## src/rtl/mainboard_wb_arbiter.sv

```systemverilog
// Two-master Wishbone arbiter for the mainboard's 8-bit slave port. The bus is
// held for a whole cyc-framed transaction, and priority rotates between grants.
// If the slave does not ack a strobe within TIMEOUT cycles, the owner gets err.
// Ports: clk/reset_n; m0_*/m1_* master-side Wishbone (adr/dat/we/sel/stb/cyc in,
//        dat/ack/err out); s_* slave-side Wishbone; grant one-hot owner ([0]=m0).
module mainboard_wb_arbiter #(
  parameter int TIMEOUT = 255,
  parameter int TO_BITS = 8
) (
  input  logic        clk,
  input  logic        reset_n,
  input  logic [0:23] m0_adr_i,
  input  logic [0:7]  m0_dat_i,
  output logic [0:7]  m0_dat_o,
  input  logic        m0_we_i,
  input  logic [0:0]  m0_sel_i,
  input  logic        m0_stb_i,
  input  logic        m0_cyc_i,
  output logic        m0_ack_o,
  output logic        m0_err_o,
  input  logic [0:23] m1_adr_i,
  input  logic [0:7]  m1_dat_i,
  output logic [0:7]  m1_dat_o,
  input  logic        m1_we_i,
  input  logic [0:0]  m1_sel_i,
  input  logic        m1_stb_i,
  input  logic        m1_cyc_i,
  output logic        m1_ack_o,
  output logic        m1_err_o,
  output logic [0:23] s_adr_o,
  output logic [0:7]  s_dat_o,
  input  logic [0:7]  s_dat_i,
  output logic        s_we_o,
  output logic [0:0]  s_sel_o,
  output logic        s_stb_o,
  output logic        s_cyc_o,
  input  logic        s_ack_i,
  output logic [0:1]  grant
);

  typedef enum logic [1:0] {IDLE, OWN0, OWN1} state_t;

  localparam bit TO_EN = (TIMEOUT != 0);

  state_t             state, state_nxt;
  logic               last, last_nxt;       // 0: m0 owned last, 1: m1 owned last
  logic [TO_BITS-1:0] to_cnt, to_cnt_nxt;
  logic               own, own_stb, to_hit;

  always_ff @(posedge clk or negedge reset_n) begin
    if (!reset_n) begin
      state  <= IDLE;
      last   <= 1'b1;                         // m0 wins the first tie
      to_cnt <= '0;
    end else begin
      state  <= state_nxt;
      last   <= last_nxt;
      to_cnt <= to_cnt_nxt;
    end
  end

  // grant is a pure decode of the state register, so it is glitch-free.
  assign grant = {state == OWN0, state == OWN1};

  always_comb begin
    own     = (state == OWN0) || (state == OWN1);
    own_stb = (state == OWN0) ? m0_stb_i : (state == OWN1) ? m1_stb_i : 1'b0;
    // An ack arriving in the final cycle takes precedence over the timeout.
    to_hit  = TO_EN && own && own_stb && !s_ack_i &&
              (to_cnt == TO_BITS'(TIMEOUT - 1));
    if (!TO_EN || !own || !own_stb || s_ack_i || to_hit) begin
      to_cnt_nxt = '0;
    end else begin
      to_cnt_nxt = to_cnt + TO_BITS'(1);
    end
  end

  always_comb begin
    state_nxt = state;
    last_nxt  = last;
    case (state)
      IDLE: begin
        if (m0_cyc_i && m1_cyc_i) begin
          state_nxt = last ? OWN0 : OWN1;
        end else if (m0_cyc_i) begin
          state_nxt = OWN0;
        end else if (m1_cyc_i) begin
          state_nxt = OWN1;
        end
      end
      OWN0: begin
        if (!m0_cyc_i) begin
          state_nxt = IDLE;
          last_nxt  = 1'b0;
        end
      end
      OWN1: begin
        if (!m1_cyc_i) begin
          state_nxt = IDLE;
          last_nxt  = 1'b1;
        end
      end
      default: state_nxt = IDLE;
    endcase
  end

  // Bus steering. In IDLE, the slave sees an all-zero bus and neither master
  // sees any response. This includes a stray slave ack arriving after reset.
  always_comb begin
    s_adr_o  = '0;
    s_dat_o  = '0;
    s_we_o   = 1'b0;
    s_sel_o  = '0;
    s_stb_o  = 1'b0;
    s_cyc_o  = 1'b0;
    m0_dat_o = '0;
    m0_ack_o = 1'b0;
    m0_err_o = 1'b0;
    m1_dat_o = '0;
    m1_ack_o = 1'b0;
    m1_err_o = 1'b0;
    case (state)
      OWN0: begin
        s_adr_o  = m0_adr_i;
        s_dat_o  = m0_dat_i;
        s_we_o   = m0_we_i;
        s_sel_o  = m0_sel_i;
        s_cyc_o  = m0_cyc_i;
        s_stb_o  = m0_stb_i && !to_hit;
        m0_dat_o = s_dat_i;
        m0_ack_o = s_ack_i;
        m0_err_o = to_hit;
      end
      OWN1: begin
        s_adr_o  = m1_adr_i;
        s_dat_o  = m1_dat_i;
        s_we_o   = m1_we_i;
        s_sel_o  = m1_sel_i;
        s_cyc_o  = m1_cyc_i;
        s_stb_o  = m1_stb_i && !to_hit;
        m1_dat_o = s_dat_i;
        m1_ack_o = s_ack_i;
        m1_err_o = to_hit;
      end
      default: ;
    endcase
  end

endmodule
```

## config.mk

```make
export PLATFORM = sky130hd
export DESIGN_NAME = mainboard_wb_arbiter
export DESIGN_NICKNAME = d
export VERILOG_FILES = /design/src/rtl/mainboard_wb_arbiter.sv
export SDC_FILE = /design/constraint.sdc
export NUM_CORES = 1
export LEC_CHECK = 0
export ABC_CLOCK_PERIOD_IN_PS = 2530
export CAP_MARGIN = 30
export CORE_UTILIZATION = 31
export CTS_BUF_LIST = sky130_fd_sc_hd__clkbuf_4
export DETAILED_ROUTE_END_ITERATION = 10
export GPL_TIMING_DRIVEN = 0
export PLACE_DENSITY = 0.87
export SLEW_MARGIN = 20
export SYNTH_ARGS = -nofsm -noshare
export SYNTH_HDL_FRONTEND = slang
export SYNTH_SLANG_ARGS = --single-unit
```

## constraint.sdc

```tcl
create_clock -name clk -period 2.53 [get_ports clk]
set_input_delay 0.506 -clock clk [delete_from_list [all_inputs] [get_ports clk]]
set_output_delay 0.506 -clock clk [all_outputs]
set_load 0.05 [all_outputs]
```

==> results.sh <==
export IMPL_routed_via_density=5.12
export IMPL_place_inst=360
export IMPL_via_count=1874
export IMPL_antenna_found_initial=0
export IMPL_hold_buffers=0
export IMPL_yosysUniqueCellTypes=34
export IMPL_finalWorstSetupSlack_ns=0.0810
export IMPL_n_antenna_cell=0
export IMPL_avgSynthCellArea_um2=7.27
export IMPL_place_hpwl_um=4320
export IMPL_path_clk_slew_ns=0.07
export IMPL_timing_fmax_mhz=408
export IMPL_fin_crit_ns=2.45
export IMPL_crit_fanout=10
export IMPL_start_util=0.331
export IMPL_fin_tns_setup_ns=0
export IMPL_setup_viol_count_final=0
export IMPL_drv_cap=0
export IMPL_die_area_um2=4290
export IMPL_ir_drop_mv=0.626
export IMPL_cp_arrival_ns=1.94
export IMPL_timing_final_crit_share=0.968
export IMPL_power_frac_comb=0.864
export IMPL_hold_viol_final=0
export IMPL_rows=22
export IMPL_synth_area_um2=1250
export IMPL_die_h_um=65.5
export IMPL_skew_ns=0.00327
export IMPL_clk_latency_ns=0.26
export IMPL_place_congestion=0.858
export IMPL_crit_end="s_cyc_o"
export IMPL_nFillCells=312
export IMPL_critPathLaunchType="register"
export IMPL_grt_pass1_vias=1716
export IMPL_critPathLaunch="state[0]"
export IMPL_area_growth_syn_to_layout_pct=118
export IMPL_cts_tree="done"
export IMPL_drc=0
export IMPL_pin_count=141
export IMPL_clkPwrFrac=0.049
export IMPL_path_cells="inv_2, ha_4, inv_4, clkbuf_2, nor2_1, dlygate4sd2_1"
export IMPL_r2r_start="state[1]"
export IMPL_cts_sinks=11
export IMPL_worst_setup_path_type="reg -> out"
export IMPL_grt_max_degree=12
export IMPL_core_area_um2=3770
export IMPL_grt_setup_unrepaired="yes"
export IMPL_drive_gt1_frac=0.274
export IMPL_overflow=0
export IMPL_final_cells=366
export IMPL_cts_root_buf="clkbuf_4"
export IMPL_final_common_cell="clkdlybuf4s50_1"
export IMPL_power_mw=2.64
export IMPL_die_w_um=65.5
export IMPL_drt_total_wl_um=5420
export IMPL_rr_worst_depth=6
export IMPL_dp_slack_ns=-0.539
export IMPL_first_pass_iters=5
export IMPL_switchingPower_mw=1.62
export IMPL_crit_path_top_delay_cell="dlygate4sd2_1"
export IMPL_synth_seq_area_share=0.221
export IMPL_cp_end_kind="output port"
export IMPL_reg2reg_slack_ns=0.87
export IMPL_grt_first_pass_wirelength_um=8020
export IMPL_groute_usage_overall=0.240
export IMPL_clock_path_buffers=2
export IMPL_wl_per_cell_um=14.8
export IMPL_tightest_slew_ns=0.499
export IMPL_pwr_share_seq=0.087
export IMPL_final_cell_mix="84 x clkdlybuf4s50_1, 36 x nor2_1, 35 x a22oi_1"
export IMPL_drt_iter0_drc=111
export IMPL_syn_num_nets=261
export IMPL_postSynthCellCount=172
export IMPL_slew_headroom=0.666
export IMPL_yosysWarnings=0
export IMPL_leakage_nw=1.15
export IMPL_p_int_mw=1.02
export IMPL_h_tree_depth=1
export IMPL_synth_seq_cells=11
export IMPL_slowest_delay_ns=0.54
export IMPL_sw_frac_of_total=0.615
export IMPL_hp_class="in -> async"
export IMPL_ant_nets=0
export IMPL_cp_required_ns=2.02
export IMPL_status="complete, no violations"
export IMPL_nets=408
export IMPL_reg2reg_to="state[1]"
export IMPL_maxSlewViolCount=0
export IMPL_powerDensity_nw_per_um2=969
export IMPL_cts_inserted_buffers=3
export IMPL_io_buffer_count=140
routing by layer:
metal  vias to the layer above  share of wire  global-route usage
met5                         -              0                   0
met4                         0          0.023              0.0761
met3                        12          0.078              0.0434
met2                       111           0.50               0.418
met1                       833           0.40               0.296
li1                        918              -                   -
cell families after synthesis:
kind of cell / Yosys count / share of synthesized area
and+or+nand+nor: 76 / 0.302
AOI/OAI and AO/OA: 51 / 0.300
buffers and inverters: 24 / 0.0871
DFF: 11 / 0.221
adders and majority gates: 6 / 0.0601
xor gates and xnor gates: 3 / 0.0210
muxes: 1 / 0.00801
per-stage QoR:
step	hold WS, ns	instance area, um^2	utilization
detailed placement	0.523	2720	0.722
finish	0.565	2730	0.723
floorplan	0.210	1260	-
CTS	0.541	2660	0.705
global placement	0.519	2720	0.722
global route	0.579	2730	0.723
layout make-up:
type / count / area (um^2) / share of cell area
clock buffers: 4 / 30.0 / 0.0110
multi-input cells: 137 / 908 / 0.333
well taps: 48 / 60.1 / 0.0220
plain buffers: 16 / 97.6 / 0.0358
inverters: 8 / 32.5 / 0.0119
repair buffers: 142 / 1320 / 0.485
flip-flops and latches: 11 / 277 / 0.101
worst min-delay path by stage:
stage | from | endpoint | slack [ns] | depth (start not counted)
after floorplan | reset_n | state[0] | 0.21 | 0
after global placement | state[1] | state[1] | 0.52 | 1
after detailed placement | state[1] | state[1] | 0.52 | 1
after CTS | state[1] | state[1] | 0.54 | 1
after global routing | last | last | 0.58 | 1
final | reset_n | to_cnt[4] | 0.56 | 1
critical path, delay by kind of cell, from the launching register on:
kind,cells,cell delay (ns)
adder cells (fa/ha/maj),1,0.28
buffers and inverters,4,0.88
flip-flops,1,0.39
AND/OR/NAND/NOR,1,0.12
power groups by stage:
stage / Clock [mW] / Sequential (mW) / Combinational (mW)
2_1_floorplan: 0 / 0.225 / 1.54
3_3_place_gp: 0 / 0.230 / 2.28
3_5_place_dp: 0 / 0.231 / 2.30
4_1_cts: 0.134 / 0.228 / 2.18
5_1_grt: 0.142 / 0.234 / 2.43
6_report: 0.128 / 0.230 / 2.28
state kept, by name, summed over array words and instances, names as in the netlist:
name / count
to_cnt: 8
state: 2
last: 1
cells in the mapped netlist:
library cell  instances  share of area
nor2_1               36           0.11
a22oi_1              35           0.21
and2_1               18          0.090
dfrtp_1              10           0.20
clkbuf_1              8          0.024
nor3_1                8          0.032
inv_1                 7          0.021
buf_2                 6          0.024
ha_1                  6          0.060
a21oi_1               4          0.016
o21ai_0               4          0.016
nand2_1               3         0.0090
nand3_1               3          0.012
nand3b_1              2          0.012
nand4_1               2          0.010
xor2_1                2          0.014
a211o_1               1         0.0070
a211oi_2              1          0.010
a21boi_0              1         0.0060
a22o_1                1         0.0070
a32o_1                1         0.0080
a41oi_1               1         0.0070
and4_1                1         0.0070
and4_4                1         0.0090
and4b_1               1         0.0080
buf_4                 1         0.0060
buf_6                 1         0.0090
dfstp_2               1          0.021
inv_2                 1         0.0030
mux2i_1               1         0.0080
o2111ai_1             1         0.0070
o21a_1                1         0.0060
or3_1                 1         0.0050
xnor2_1               1         0.0070
repair_timing:
item,in CTS,in global routing
endpoints found under the setup margin,56,55
gates resized for setup,243,34
buffers inserted,0,2
pin swaps,0,1
Note: power is estimated with default switching activity, not from simulation.
